## config.mk

```make
export PLATFORM = sky130hd
export DESIGN_NAME = calc_entry_fsm
export DESIGN_NICKNAME = d
export VERILOG_FILES = /design/src/rtl/calc_entry_fsm.sv
export SDC_FILE = /design/constraint.sdc
export NUM_CORES = 1
export LEC_CHECK = 0
export CAP_MARGIN = 30
export CORE_AREA = 2 2 62 64
export DETAILED_ROUTE_END_ITERATION = 12
export DIE_AREA = 0 0 64 66
export PLACE_DENSITY_LB_ADDON = 0.3
export SLEW_MARGIN = 10
export SYNTH_ARGS = -nofsm -noshare
export SYNTH_HDL_FRONTEND = slang
export SYNTH_SLANG_ARGS = --single-unit
```

## constraint.sdc

```tcl
create_clock -name clk -period 6.2 [get_ports clk]
set_input_delay 0.93 -clock clk [delete_from_list [all_inputs] [get_ports clk]]
set_output_delay 0.93 -clock clk [all_outputs]
set_load 0.02 [all_outputs]
```

## src/rtl/calc_entry_fsm.sv

```systemverilog
// Operand-entry sequencer for the calculator: builds N1/N2 from hex digit keys,
// latches the add/sub selection and issues a one-cycle enable on '='.
module calc_entry_fsm #(
  parameter int W = 8
) (
  input  logic         clk,
  input  logic         rst,
  input  logic [3:0]   key_val,
  input  logic         key_valid,
  input  logic         key_add,
  input  logic         key_sub,
  input  logic         key_eq,
  input  logic         key_clr,
  output logic [W-1:0] N1,
  output logic [W-1:0] N2,
  output logic         soma,
  output logic         sub,
  output logic         enable,
  output logic [W-1:0] disp,
  output logic [1:0]   state
);

  localparam int ND = W / 4;
  localparam int CW = $clog2(ND + 1);

  typedef enum logic [1:0] {
    S_N1  = 2'd0,
    S_N2  = 2'd1,
    S_RES = 2'd2
  } state_t;

  state_t         state_reg, state_next;
  logic [W-1:0]   n1_reg, n1_next;
  logic [W-1:0]   n2_reg, n2_next;
  logic [W-1:0]   disp_reg, disp_next;
  logic [CW-1:0]  c1_reg, c1_next;
  logic [CW-1:0]  c2_reg, c2_next;
  logic           soma_reg, soma_next;
  logic           sub_reg, sub_next;
  logic           enable_reg, enable_next;
  logic           clear_all;

  // Clear key and the unused state code both collapse to the reset values.
  assign clear_all = key_clr || (state_reg == 2'd3);

  always_ff @(posedge clk or posedge rst) begin
    if (rst) begin
      state_reg  <= S_N1;
      n1_reg     <= '0;
      n2_reg     <= '0;
      disp_reg   <= '0;
      c1_reg     <= '0;
      c2_reg     <= '0;
      soma_reg   <= 1'b0;
      sub_reg    <= 1'b0;
      enable_reg <= 1'b0;
    end else begin
      state_reg  <= state_next;
      n1_reg     <= n1_next;
      n2_reg     <= n2_next;
      disp_reg   <= disp_next;
      c1_reg     <= c1_next;
      c2_reg     <= c2_next;
      soma_reg   <= soma_next;
      sub_reg    <= sub_next;
      enable_reg <= enable_next;
    end
  end

  always_comb begin
    state_next  = state_reg;
    n1_next     = n1_reg;
    n2_next     = n2_reg;
    c1_next     = c1_reg;
    c2_next     = c2_reg;
    soma_next   = soma_reg;
    sub_next    = sub_reg;
    enable_next = 1'b0;
    if (clear_all) begin
      state_next = S_N1;
      n1_next    = '0;
      n2_next    = '0;
      c1_next    = '0;
      c2_next    = '0;
      soma_next  = 1'b0;
      sub_next   = 1'b0;
    end else begin
      case (state_reg)
        S_N1: begin
          if (key_eq) begin
            state_next = S_N1;
          end else if (key_add || key_sub) begin
            soma_next  = key_add;
            sub_next   = !key_add;
            state_next = S_N2;
          end else if (key_valid && (c1_reg != CW'(ND))) begin
            n1_next = {n1_reg[W-5:0], key_val};
            c1_next = c1_reg + CW'(1);
          end
        end
        S_N2: begin
          if (key_eq) begin
            if (c2_reg != '0) begin
              state_next  = S_RES;
              enable_next = 1'b1;
            end
          end else if (key_add || key_sub) begin
            // Operator may only be changed before the second operand starts.
            if (c2_reg == '0) begin
              soma_next = key_add;
              sub_next  = !key_add;
            end
          end else if (key_valid && (c2_reg != CW'(ND))) begin
            n2_next = {n2_reg[W-5:0], key_val};
            c2_next = c2_reg + CW'(1);
          end
        end
        S_RES: begin
          if (!key_eq && !key_add && !key_sub && key_valid) begin
            n1_next    = W'(key_val);
            c1_next    = CW'(1);
            n2_next    = '0;
            c2_next    = '0;
            soma_next  = 1'b0;
            sub_next   = 1'b0;
            state_next = S_N1;
          end
        end
        default: begin
          state_next = S_N1;
        end
      endcase
    end
    disp_next = (state_next == S_N1) ? n1_next : n2_next;
  end

  assign N1     = n1_reg;
  assign N2     = n2_reg;
  assign soma   = soma_reg;
  assign sub    = sub_reg;
  assign enable = enable_reg;
  assign disp   = disp_reg;
  assign state  = state_reg;

endmodule

```

==> summary.txt <==
Global route
  • Met3 capacity usage during global routing: 5.11%
  • Vias in the first global route: about 1400
  • Largest net degree at the start of global routing: 34
  • Met1 usage: between 20% and 30%
  • Met2 usage: about a third
  • Global-route wire length before repair: 6680 um
  • Initial antenna violation count: 0
  • Total track usage: 20.3%
  • Grt total ovfl: 0
  • Grt peak-use layer: met2

Synthesis
  • Seq/Total Area, Yosys: 46.2%
  • Syn Inst Count: between 150 and 200
  • Post-synth top area share: between 40 and 50%
  • Ys Warns: 0
  • Average size of a mapped cell: 10.3 um2
  • Top post-synthesis cells by area: dfrtp_1, ha_1, a32oi_1
  • Synth Flop Type: dfrtp_1
  • FFs w/ async S/R, synth: 100%
  • Post-synth design cell area: around 0.0018 mm2
  • Syn Nets: 191
  • Cell taking the most area after synthesis: dfrtp_1
  • Netlist cell types: 43
  • Synthesized flop and latch total: 33
  • Post-synth EDFFs: 0

Setup path
  • Worst path buffer plus inverter count: 1
  • CP required: 6.43 ns
  • Slowest cell on the critical path: or4b_1
  • Worst path max stage delay: 0.73 ns
  • R2R cell count: 7
  • Crit path cell chain: clkdlybuf4s50_1 > or4b_1 > nor2_1 > and4_1 > a32oi_1 > a211oi_1
  • CP Class: in -> reg
  • CP Capture Type: flip-flop
  • Crit path max fanout: 8
  • Setup crit start kind: primary input
  • Setup slack, reg-to-reg: between 3 and 4 ns
  • RR Endpoint: disp[2]
  • Crit path DAT: between 3 and 4 ns
  • Reg2reg start: state[1]
  • Delay-heaviest family, CP: simple AND/OR/NAND/NOR gates

Clocking
  • CTS Buffer Depth: 2
  • Hold_buf cts: 0
  • Htree depth: 2
  • Post_cts resized: 0
  • Clk Tree Root Cell: clkbuf_4
  • Reg clk slew, reported paths: 0.11 ns
  • Inserted Clock Buffers: 5
  • Clock Latency Late Sink: 0.33 ns
  • CTS tree: yes
  • Sink Count: 33
  • Setup bufs post-CTS: 0

Detailed routing
  • Vias: 1476
  • Initial DRC Count: 81
  • DRT Wirelength: 3880 um
  • Vias per cell: around 5.7
  • 1st-pass router iterations: 4
  • Final ANT Viol Nets: 0
  • DR WL/cell: 14.9 um
  • Post-route DRC: 0

Placement
  • GP Congestion: approximately 0.83
  • IO Port Bufs: 39
  • Hpwl dp: 2880 um

Min path
  • Hold depth: 2
  • Worst Hold Endpoint: N1[4]
  • Hold Crit Start: N1[4]
  • Hold crit path type: reg -> reg

Power and ir drop
  • Leakage: ~1.1 nW
  • Clock Power Share: 27.4%
  • Internal: approximately 300 uW
  • Psw: about 130 uW
  • Share of power burned in registers: 53.1%
  • Comb pwr share: 19.5%
  • Maximum vdd drop: 0.000136 V
  • Switch share: 29.4%
  • Power density cells: roughly 190 mW/mm2

Timing
  • Final Cycle Share: slightly below 50%
  • Highest Clock Rate: between 0.3 and 0.4 GHz
  • Clock Skews: 0.0104 ns
  • Min Tclk post-route: about 3.0 ns
  • Slew @ Worst Pin: 0.655 ns
  • # setup viols final: 0
  • Slew HR: ~56%
  • Final hold vios: 0
  • Fin Hold WS: around 0.52 ns
  • Max Slew Vio Count: 0
  • RSZ-0062 raised after global routing: false
  • Setup_tns: 0 ns

Floorplan
  • I/O pin total: 40
  • Core Area: 0.00355 mm2
  • FP Rows: 22
  • Starting Density: 50.3%
  • DIE AREA: 0.00422 mm2
  • Chip width: 64 um
  • Die Ht: 66 um

Finish
  • Area Growth Syn to Fin: 26.7%
  • Most common cell after layout, fill and taps aside: clkdlybuf4s50_1
  • Nets@finish: 230
  • Layout cells sized above 1: 12.2%
  • Most frequent cells in the layout: clkdlybuf4s50_1, dfrtp_1, inv_1
  • Diode count: 0

Job
  • Max Cap Viol: 0

Outcome
  • Run status: complete, no violations
worst register-to-register path: stages (launching register included):
cell,delay [ns]
dfrtp_1,0.44
inv_1,0.11
ha_1,0.48
nor2b_1,0.34
a21oi_1,0.18
o22ai_2,0.40
a211oi_1,0.08
a211oi_1,0.31
worst max path at each step:
stage | startpoint | depth (start not counted) | slack, ns | end
6_report | key_eq | 6 | 3.21 | disp[2]
5_1_grt | key_eq | 6 | 3.07 | disp[2]
4_1_cts | key_eq | 6 | 3.27 | disp[2]
3_5_place_dp | key_add | 6 | 2.91 | disp[1]
3_3_place_gp | key_add | 6 | 2.98 | c1_reg[1]
2_1_floorplan | key_add | 6 | 3.69 | disp[0]
logic make-up after synthesis:
kind of cell	count (synthesis)	share of synthesized area, %
and+or+nand+nor	51	16.2
muxes	10	6.02
DFF	33	46.2
AOI/OAI and AO/OA	46	20.7
buffers and inverters	26	6.02
adders and majority gates	7	4.90
metal layers:
layer	up-vias	wire, um
li1	704	-
met1	710	1680
met2	52	1920
met3	10	211
met4	0	75
met5	-	0
cell type report:
class	count	area (um2)
Multi-Input combinational cell	114	853
Timing Repair Buffer	41	405
Inverter	17	63.8
Clock inverter	3	17.5
Clock buffer	5	37.5
Tap cell	48	60.1
Sequential cell	33	826
Fill cell	288	1290
through the flow:
stage	util (%)	cell area (um2)	setup WS, ns	total power, mW	cells
5_1_grt	63.7	2260	3.07	0.454	261
6_report	63.7	2260	3.21	0.430	261
3_5_place_dp	62.2	2210	2.91	0.316	253
4_1_cts	63.7	2260	3.27	0.433	261
2_1_floorplan	-	1790	3.69	0.284	173
3_3_place_gp	62.0	2200	2.98	0.314	252
power groups by stage:
stage               Combinational (mW)  Sequential, mW  Clock, mW
detailed placement              0.0843           0.232          0
CTS                             0.0847           0.228      0.120
floorplan                       0.0439           0.240          0
global placement                0.0817           0.232          0
global route                    0.0923           0.229      0.133
finish                          0.0840           0.228      0.118
cell usage after synthesis, drive strengths merged (4+ instances only):
cell type and number:
dfrtp 33, inv 17, nand2 11, a21oi 9, nor2 9, a32oi 8
ha 7, nor3 7, a211oi 6, clkbuf 6, mux2 6, a221oi 5
o21ai 5, mux2i 4, nor2b 4
(Power assumes the default switching activity.)
